### src/rtl/traffic_main_if.sv
// traffic_main_if: sensor inputs and lamp/flag outputs of the intersection controller
interface traffic_main_if;
  logic C, Emergency, MR, MY, MG, SR, SY, SG, ST;
  modport master(output C, Emergency, input MR, MY, MG, SR, SY, SG, ST);
  modport slave(input C, Emergency, output MR, MY, MG, SR, SY, SG, ST);
endinterface

### src/rtl/traffic_main.sv
// traffic_main: main/side-road Moore traffic-light FSM with dwell timer and emergency override
module traffic_main #(
  parameter int LONG_CYCLES  = 5,
  parameter int SHORT_CYCLES = 2,
  parameter int TIMER_W      = 8
) (
  input  logic         Clk,
  input  logic         reset,
  traffic_main_if.slave bus
);
  localparam logic [1:0] MAIN_G = 2'd0;
  localparam logic [1:0] MAIN_Y = 2'd1;
  localparam logic [1:0] SIDE_G = 2'd2;
  localparam logic [1:0] SIDE_Y = 2'd3;
  logic [1:0] state, state_nx;
  logic [TIMER_W-1:0] cnt;
  logic tl, ts, go;
  // encoding is the visiting order, so a transition is always state+1
  always_comb begin
    tl = cnt >= TIMER_W'(LONG_CYCLES - 1);
    ts = cnt >= TIMER_W'(SHORT_CYCLES - 1);
    go = state == MAIN_G ? bus.C & tl : state == SIDE_G ? !bus.C | tl : ts;
    bus.ST = go & !bus.Emergency;
    state_nx = bus.Emergency ? MAIN_G : bus.ST ? state + 2'd1 : state;
  end
  assign bus.MG = state == MAIN_G;
  assign bus.MY = state == MAIN_Y;
  assign bus.MR = state == SIDE_G || state == SIDE_Y;
  assign bus.SG = state == SIDE_G;
  assign bus.SY = state == SIDE_Y;
  assign bus.SR = state == MAIN_G || state == MAIN_Y;
  always_ff @(posedge Clk or negedge reset) begin
    if (!reset) begin
      state <= MAIN_G;
      cnt   <= '0;
    end else begin
      state <= state_nx;
      cnt   <= (bus.ST | bus.Emergency) ? '0 : &cnt ? cnt : cnt + TIMER_W'(1);
    end
  end
endmodule

### src/flat_wrapper.sv
// flat-port wrapper written by rule: the top's interface ports become plain ports
module traffic_main_flat 
#(
  parameter int LONG_CYCLES  = 5,
  parameter int SHORT_CYCLES = 2,
  parameter int TIMER_W      = 8
)
  (Clk, reset, bus_C, bus_Emergency, bus_MR, bus_MY, bus_MG, bus_SR, bus_SY, bus_SG, bus_ST);
  traffic_main_if bus_i ();
  input  logic Clk;
  input  logic reset;
  input wire logic [$bits(bus_i.C)-1:0] bus_C;
  input wire logic [$bits(bus_i.Emergency)-1:0] bus_Emergency;
  output wire logic [$bits(bus_i.MR)-1:0] bus_MR;
  output wire logic [$bits(bus_i.MY)-1:0] bus_MY;
  output wire logic [$bits(bus_i.MG)-1:0] bus_MG;
  output wire logic [$bits(bus_i.SR)-1:0] bus_SR;
  output wire logic [$bits(bus_i.SY)-1:0] bus_SY;
  output wire logic [$bits(bus_i.SG)-1:0] bus_SG;
  output wire logic [$bits(bus_i.ST)-1:0] bus_ST;
  assign bus_i.C = bus_C;
  assign bus_i.Emergency = bus_Emergency;
  assign bus_MR = bus_i.MR;
  assign bus_MY = bus_i.MY;
  assign bus_MG = bus_i.MG;
  assign bus_SR = bus_i.SR;
  assign bus_SY = bus_i.SY;
  assign bus_SG = bus_i.SG;
  assign bus_ST = bus_i.ST;
  traffic_main #(.LONG_CYCLES(LONG_CYCLES), .SHORT_CYCLES(SHORT_CYCLES), .TIMER_W(TIMER_W)) u_core (.Clk(Clk), .reset(reset), .bus(bus_i));
endmodule
### config.mk
export PLATFORM = sky130hd
export DESIGN_NAME = traffic_main_flat
export DESIGN_NICKNAME = d
export VERILOG_FILES = /design/src/rtl/traffic_main_if.sv /design/src/rtl/traffic_main.sv /design/src/flat_wrapper.sv
export SDC_FILE = /design/constraint.sdc
export NUM_CORES = 1
export LEC_CHECK = 0
export ABC_AREA = 1
export CAP_MARGIN = 15
export CORE_UTILIZATION = 35
export CTS_CLUSTER_DIAMETER = 50
export DETAILED_ROUTE_END_ITERATION = 10
export PLACE_DENSITY = 0.67
export SYNTH_ARGS = -nofsm -noshare
export SYNTH_HDL_FRONTEND = slang
export SYNTH_SLANG_ARGS = --single-unit
### constraint.sdc
create_clock -name Clk -period 2 [get_ports Clk]
set_clock_uncertainty 0.2 [all_clocks]
set_input_delay 0.3 -clock Clk [delete_from_list [all_inputs] [get_ports Clk]]
set_output_delay 0.3 -clock Clk [all_outputs]
set_load 0.02 [all_outputs]
Yosys cells after proc, flatten, opt, wreduce, memory -nomap -nowiden
Cells that the tools add are included.
{ "classes": {"n_reduce_logical": 7, "bitwise_logic": 4, "n_eq_ne": 4, "muxes": 6, "order_cmp": 2, "addsub": 2} }
{ "ops": {"columns": ["cell", "count"], "rows": [
  ["$mux 8", 2],
  ["$add 8x1->8 const B", 1],
  ["$ge 8x1->1 const B", 1],
  ["$ge 8x3->1 const B", 1],
  ["$reduce_and 8->1", 1],
  ["$eq 2x2->1 const B", 2],
  ["$mux 2", 2],
  ["$add 2x1->2 const B", 1],
  ["$and 1x1->1", 2],
  ["$eq 2x1->1 const B", 1],
  ["$logic_not 1->1", 2],
  ["$logic_not 2->1", 1],
  ["$logic_or 1x1->1", 2],
  ["$mux 1", 2],
  ["$ne 2x1->1 const B", 1],
  ["$or 1x1->1", 2],
  ["$reduce_bool 2->1", 1]
]} }
{ "totals": {"ff_bits": 10, "out_inout_bits": 7, "wordCells": 27, "input_bits": 4} }

Depth between registers and ports, before layout
{ "logic_depth": {"depth_word": 7, "mapped_depth": 9, "mapped_depth_nobuf": 9} }

Least setup slack after synthesis
OpenSTA, ideal clock, no wires.
{ "synth_timing": {"path_type": "register -> output", "from": "register u_core.state[0]", "to": "output port bus_ST", "path_slack_ps": 154, "path_stages_with_launch": 7, "n_path_buf": 0, "arrival_time_ps": 1346, "required_ps": 1500, "cell_sequence": "dfrtp_1 > inv_1 > ha_1 > inv_1 > nand3b_1 > nand2_1 > a21oi_2"} }
{ "synth_via": {"elab_chain_len": 4, "elab_cells_between_ends": 5, "classes_between": "1 x eq/ne; 2 x mux; 1 x bitwise; 1 x reduce/logical"} }
{ "synth_rtl": {"columns": ["item", "line_no", "text"], "rows": [
  ["from (decl)", "traffic_main.sv:15", "logic [1:0] state, state_nx;"],
  ["from (signal assigned)", "traffic_main.sv:37", "state <= state_nx;"],
  ["$eq 2x2->1", null, null],
  ["via bus_SG", "flat_wrapper.sv:19", "output wire logic [$bits(bus_i.SG)-1:0] bus_SG;"],
  ["$mux 1 (2 in series)", "traffic_main.sv:22", "go = state == MAIN_G ? bus.C & tl : state == SIDE_G ? !bus.C | tl : ts;"],
  ["$and 1x1->1", "traffic_main.sv:23", "bus.ST = go & !bus.Emergency;"],
  ["to (decl)", "flat_wrapper.sv:20", "output wire logic [$bits(bus_i.ST)-1:0] bus_ST;"]
]} }
The timed path passes the listed nets, and every way through them passes these cells.

Worst setup path after layout
{ "layout_timing": {"from": "register u_core.state[1]", "to": "output port bus_SR"} }
{ "layout_via": {"elab_chain_len": 2, "elab_cells_between_ends": 3, "classes_between": "1 x eq/ne; 2 x reduce/logical"} }
{ "layout_rtl": {"columns": ["item", "line_no", "text"], "rows": [
  ["$eq 2x1->1 or $logic_not 2->1 (tied branches)", "traffic_main.sv:31", "assign bus.SR = state == MAIN_G || state == MAIN_Y;"],
  ["$logic_or 1x1->1 (*)", "traffic_main.sv:31", null],
  ["to (decl)", "flat_wrapper.sv:17", "output wire logic [$bits(bus_i.SR)-1:0] bus_SR;"]
]} }
Every way passes the cells marked *; elsewhere a longest branch is shown, timed or not.

==> results.sh <==
export IMPL_whs_ns=0.1505
export IMPL_io_pins=11
export IMPL_synth_top_area_share_pct=37.17
export IMPL_p_per_area_nw_per_um2=886.9
export IMPL_cts_hold_buffers=0
export IMPL_num_rows=15
export IMPL_relSlewSlack_pct=68.96
export IMPL_wl_per_cell_um=10.21
export IMPL_crit_type="reg2out"
export IMPL_root_buffer="clkbuf_4"
export IMPL_grt_ovfl_total=0
export IMPL_path_buf_inv=3
export IMPL_drc=0
export IMPL_tns_ns=0
export IMPL_start_util_pct=38.16
export IMPL_vdd_ir_drop_max_mv=0.5180
export IMPL_hold_path_class="in2async"
export IMPL_startpoint_type="flop"
export IMPL_p_leak_nw=0.4754
export IMPL_ant_nets=0
export IMPL_layout_nets=124
export IMPL_crit_fanout=3
export IMPL_hold_viol=0
export IMPL_cts_buffers=3
export IMPL_rr_worst_depth=9
export IMPL_critPathArrivalTime_ns=1.49
export IMPL_drt_iter0_drc=4
export IMPL_max_slew_worst_pin_slew_ns=0.4641
export IMPL_fp_dieW_um=45.86
export IMPL_antenna_found_initial=0
export IMPL_cts_buffer_depth=2
export IMPL_clk_pin_slew_ns=0.07
export IMPL_rsz0062_at_grt="yes"
export IMPL_critical_path_endpoint_type="output port"
export IMPL_regArea_um2=251.5
export IMPL_final_cells=136
export IMPL_crit_family="flip-flops"
export IMPL_synth_area_leaders="dfrtp_1 37%, ha_1 15%, nand2_1 8.4%"
export IMPL_synthCells=79
export IMPL_drive_above_1_share_pct=42.34
export IMPL_drv_slew=0
export IMPL_syn_area_um2=673.1
export IMPL_worstPathCellList="inv_2 > ha_2 > buf_4 > or2_2 > buf_2"
export IMPL_yosys_warnings=0
export IMPL_worstSkewPairLatency_ns=0.27
export IMPL_totalWireLength_um=1388
export IMPL_syn_to_final_growth_pct=51.12
export IMPL_synth_cell_type_count=21
export IMPL_core_um2=1764
export IMPL_dieHeight_um=45.86
export IMPL_min_period_over_period_pct=99.33
export IMPL_r2r_start="u_core.state[1]$_DFFE_PN0P_"
export IMPL_vias_per_cell=4.493
export IMPL_multi_input_area_um2=429.2
export IMPL_r2r_end="u_core.cnt[0]$_DFFE_PN0P_"
export IMPL_synth_seq_area_share_pct=37.17
export IMPL_layout_commonest_cell="buf_4"
export IMPL_grt_max_degree=11
export IMPL_first_global_vias=550
export IMPL_postSynthAreaPerCell_um2=8.521
export IMPL_outcome="finished, final reports clean"
export IMPL_finalSetupViolCount=0
export IMPL_drt_pass1_iterations=4
export IMPL_place_congestion=0.7374
export IMPL_max_stage_delay_ns=0.41
export IMPL_grt_pass1_wl_um=2352
export IMPL_dieArea_um2=2103
export IMPL_clkSinkCount=10
export IMPL_antenna_cells=0
export IMPL_fill_cells=175
export IMPL_cp_slowest_cell="dfrtp_2"
export IMPL_vias=611
export IMPL_r2r_setup_slack_ns=0.31
export IMPL_dpl_cell_count=130
export IMPL_cts_tree="done"
export IMPL_period_minus_slack_ns=1.987
export IMPL_io_buffers=10
export IMPL_final_cell_mix="17 x buf_4, 14 x nand2_1, 9 x nor2_1, 9 x dfrtp_1, 6 x inv_1"
export IMPL_p_total_mw=0.9021
export IMPL_track_usage_pct=16.15
export IMPL_ys_seq_elements=10
export IMPL_dpl_hpwl_um=1097
export IMPL_synth_nets=91
export IMPL_synth_area_leader_cell="dfrtp_1"
export IMPL_cp_data_required_time_ns=1.50
export IMPL_max_cap_violations=0
export IMPL_fmax_mhz=503.4
export IMPL_htree_levels=1
## synthesized netlist by cell type
master / n
nor3_1: 1
xnor2_1: 1
xor2_1: 2
nand3_4: 1
dfrtp_1: 10
ha_1: 8
o21ai_1: 2
nor2_1: 9
nor2_2: 4
inv_1: 9
nand3_2: 2
nand2_1: 15
a21oi_1: 4
a21oi_2: 1
nor3_2: 1
nor2_4: 1
nand3_1: 3
clkinv_1: 1
or2_2: 2
nand3b_1: 1
nand2_2: 1
## worst reg2reg max path, stage by stage, from the launching register on
cell and delay, ns:
dfrtp_2 0.44, ha_4 0.18, inv_2 0.04, nand3b_1 0.11, nand2_2 0.11, buf_4 0.13
nand3_4 0.14, nor2_2 0.15, nand2_1 0.06, nand2_1 0.06
## state kept, by name, indices dropped and copies added (netlist names)
name and cells:
u_core.cnt 8, u_core.state 2
## cells by family (layout without fill, tap and decap cells)
kind of cell / Yosys count / in the layout / synth area share (%)
buf+inv: 10 / 42 / 5.575
simple gates: 41 / 41 / 32.71
compound gates: 7 / 7 / 5.762
fa+ha+maj: 8 / 8 / 14.87
xor+xnor: 3 / 3 / 3.904
flops: 10 / 10 / 37.17
## where the power goes
| part | internal [mW] | switching, mW | total (mW) |
|---|---|---|---|
| clock | 0.111 | 0.0689 | 0.179 |
| combinational | 0.222 | 0.250 | 0.472 |
| sequential | 0.232 | 0.0194 | 0.251 |
## worst max-delay path by stage
stage | cells after the start | endpoint | from
final | 5 | bus_SR | u_core.state[1]$_DFFE_PN0P_
after global routing | 7 | bus_ST | u_core.state[0]$_DFFE_PN0P_
after CTS | 7 | bus_ST | u_core.state[0]$_DFFE_PN0P_
after detailed placement | 5 | bus_ST | bus_C
after global placement | 5 | bus_ST | bus_C
after floorplan | 6 | bus_ST | u_core.state[0]$_DFFE_PN0P_
## layer usage
layer  up-vias  part of all wire, %  track usage, %
li1        313                    -               -
met1       285                   47           22.06
met2        11                   48           23.38
met3         2                  4.8           7.143
met4         0                 0.43           3.529
met5         -                    0               0
## per-stage QoR
stage	util, %	worst slack, ns	instance area [um2]
2_1_floorplan	-	0.1542	673.1
3_3_place_gp	52.41	-0.2662	924.6
3_5_place_dp	52.41	-0.3212	924.6
4_1_cts	53.76	-0.05012	948.4
5_1_grt	57.66	-0.05026	1017
6_report	57.66	0.01344	1017
## repair_timing
action / 4_1_cts / 5_1_grt
pin swaps: 2 / 3
endpoints found under the setup margin: 7 / 3
buffers inserted: 0 / 2
gates resized for setup: 20 / 14
endpoints found under the hold margin: 0 / 0
## area by class of cell
type / instances / area share [%]
sequential: 10 / 24.72
tap: 25 / 3.075
clock buffer: 4 / 3.567
timing repair buffer: 28 / 22.76
inverter: 10 / 3.690
multi-input combinational: 59 / 42.19
(Power assumes the default switching activity.)
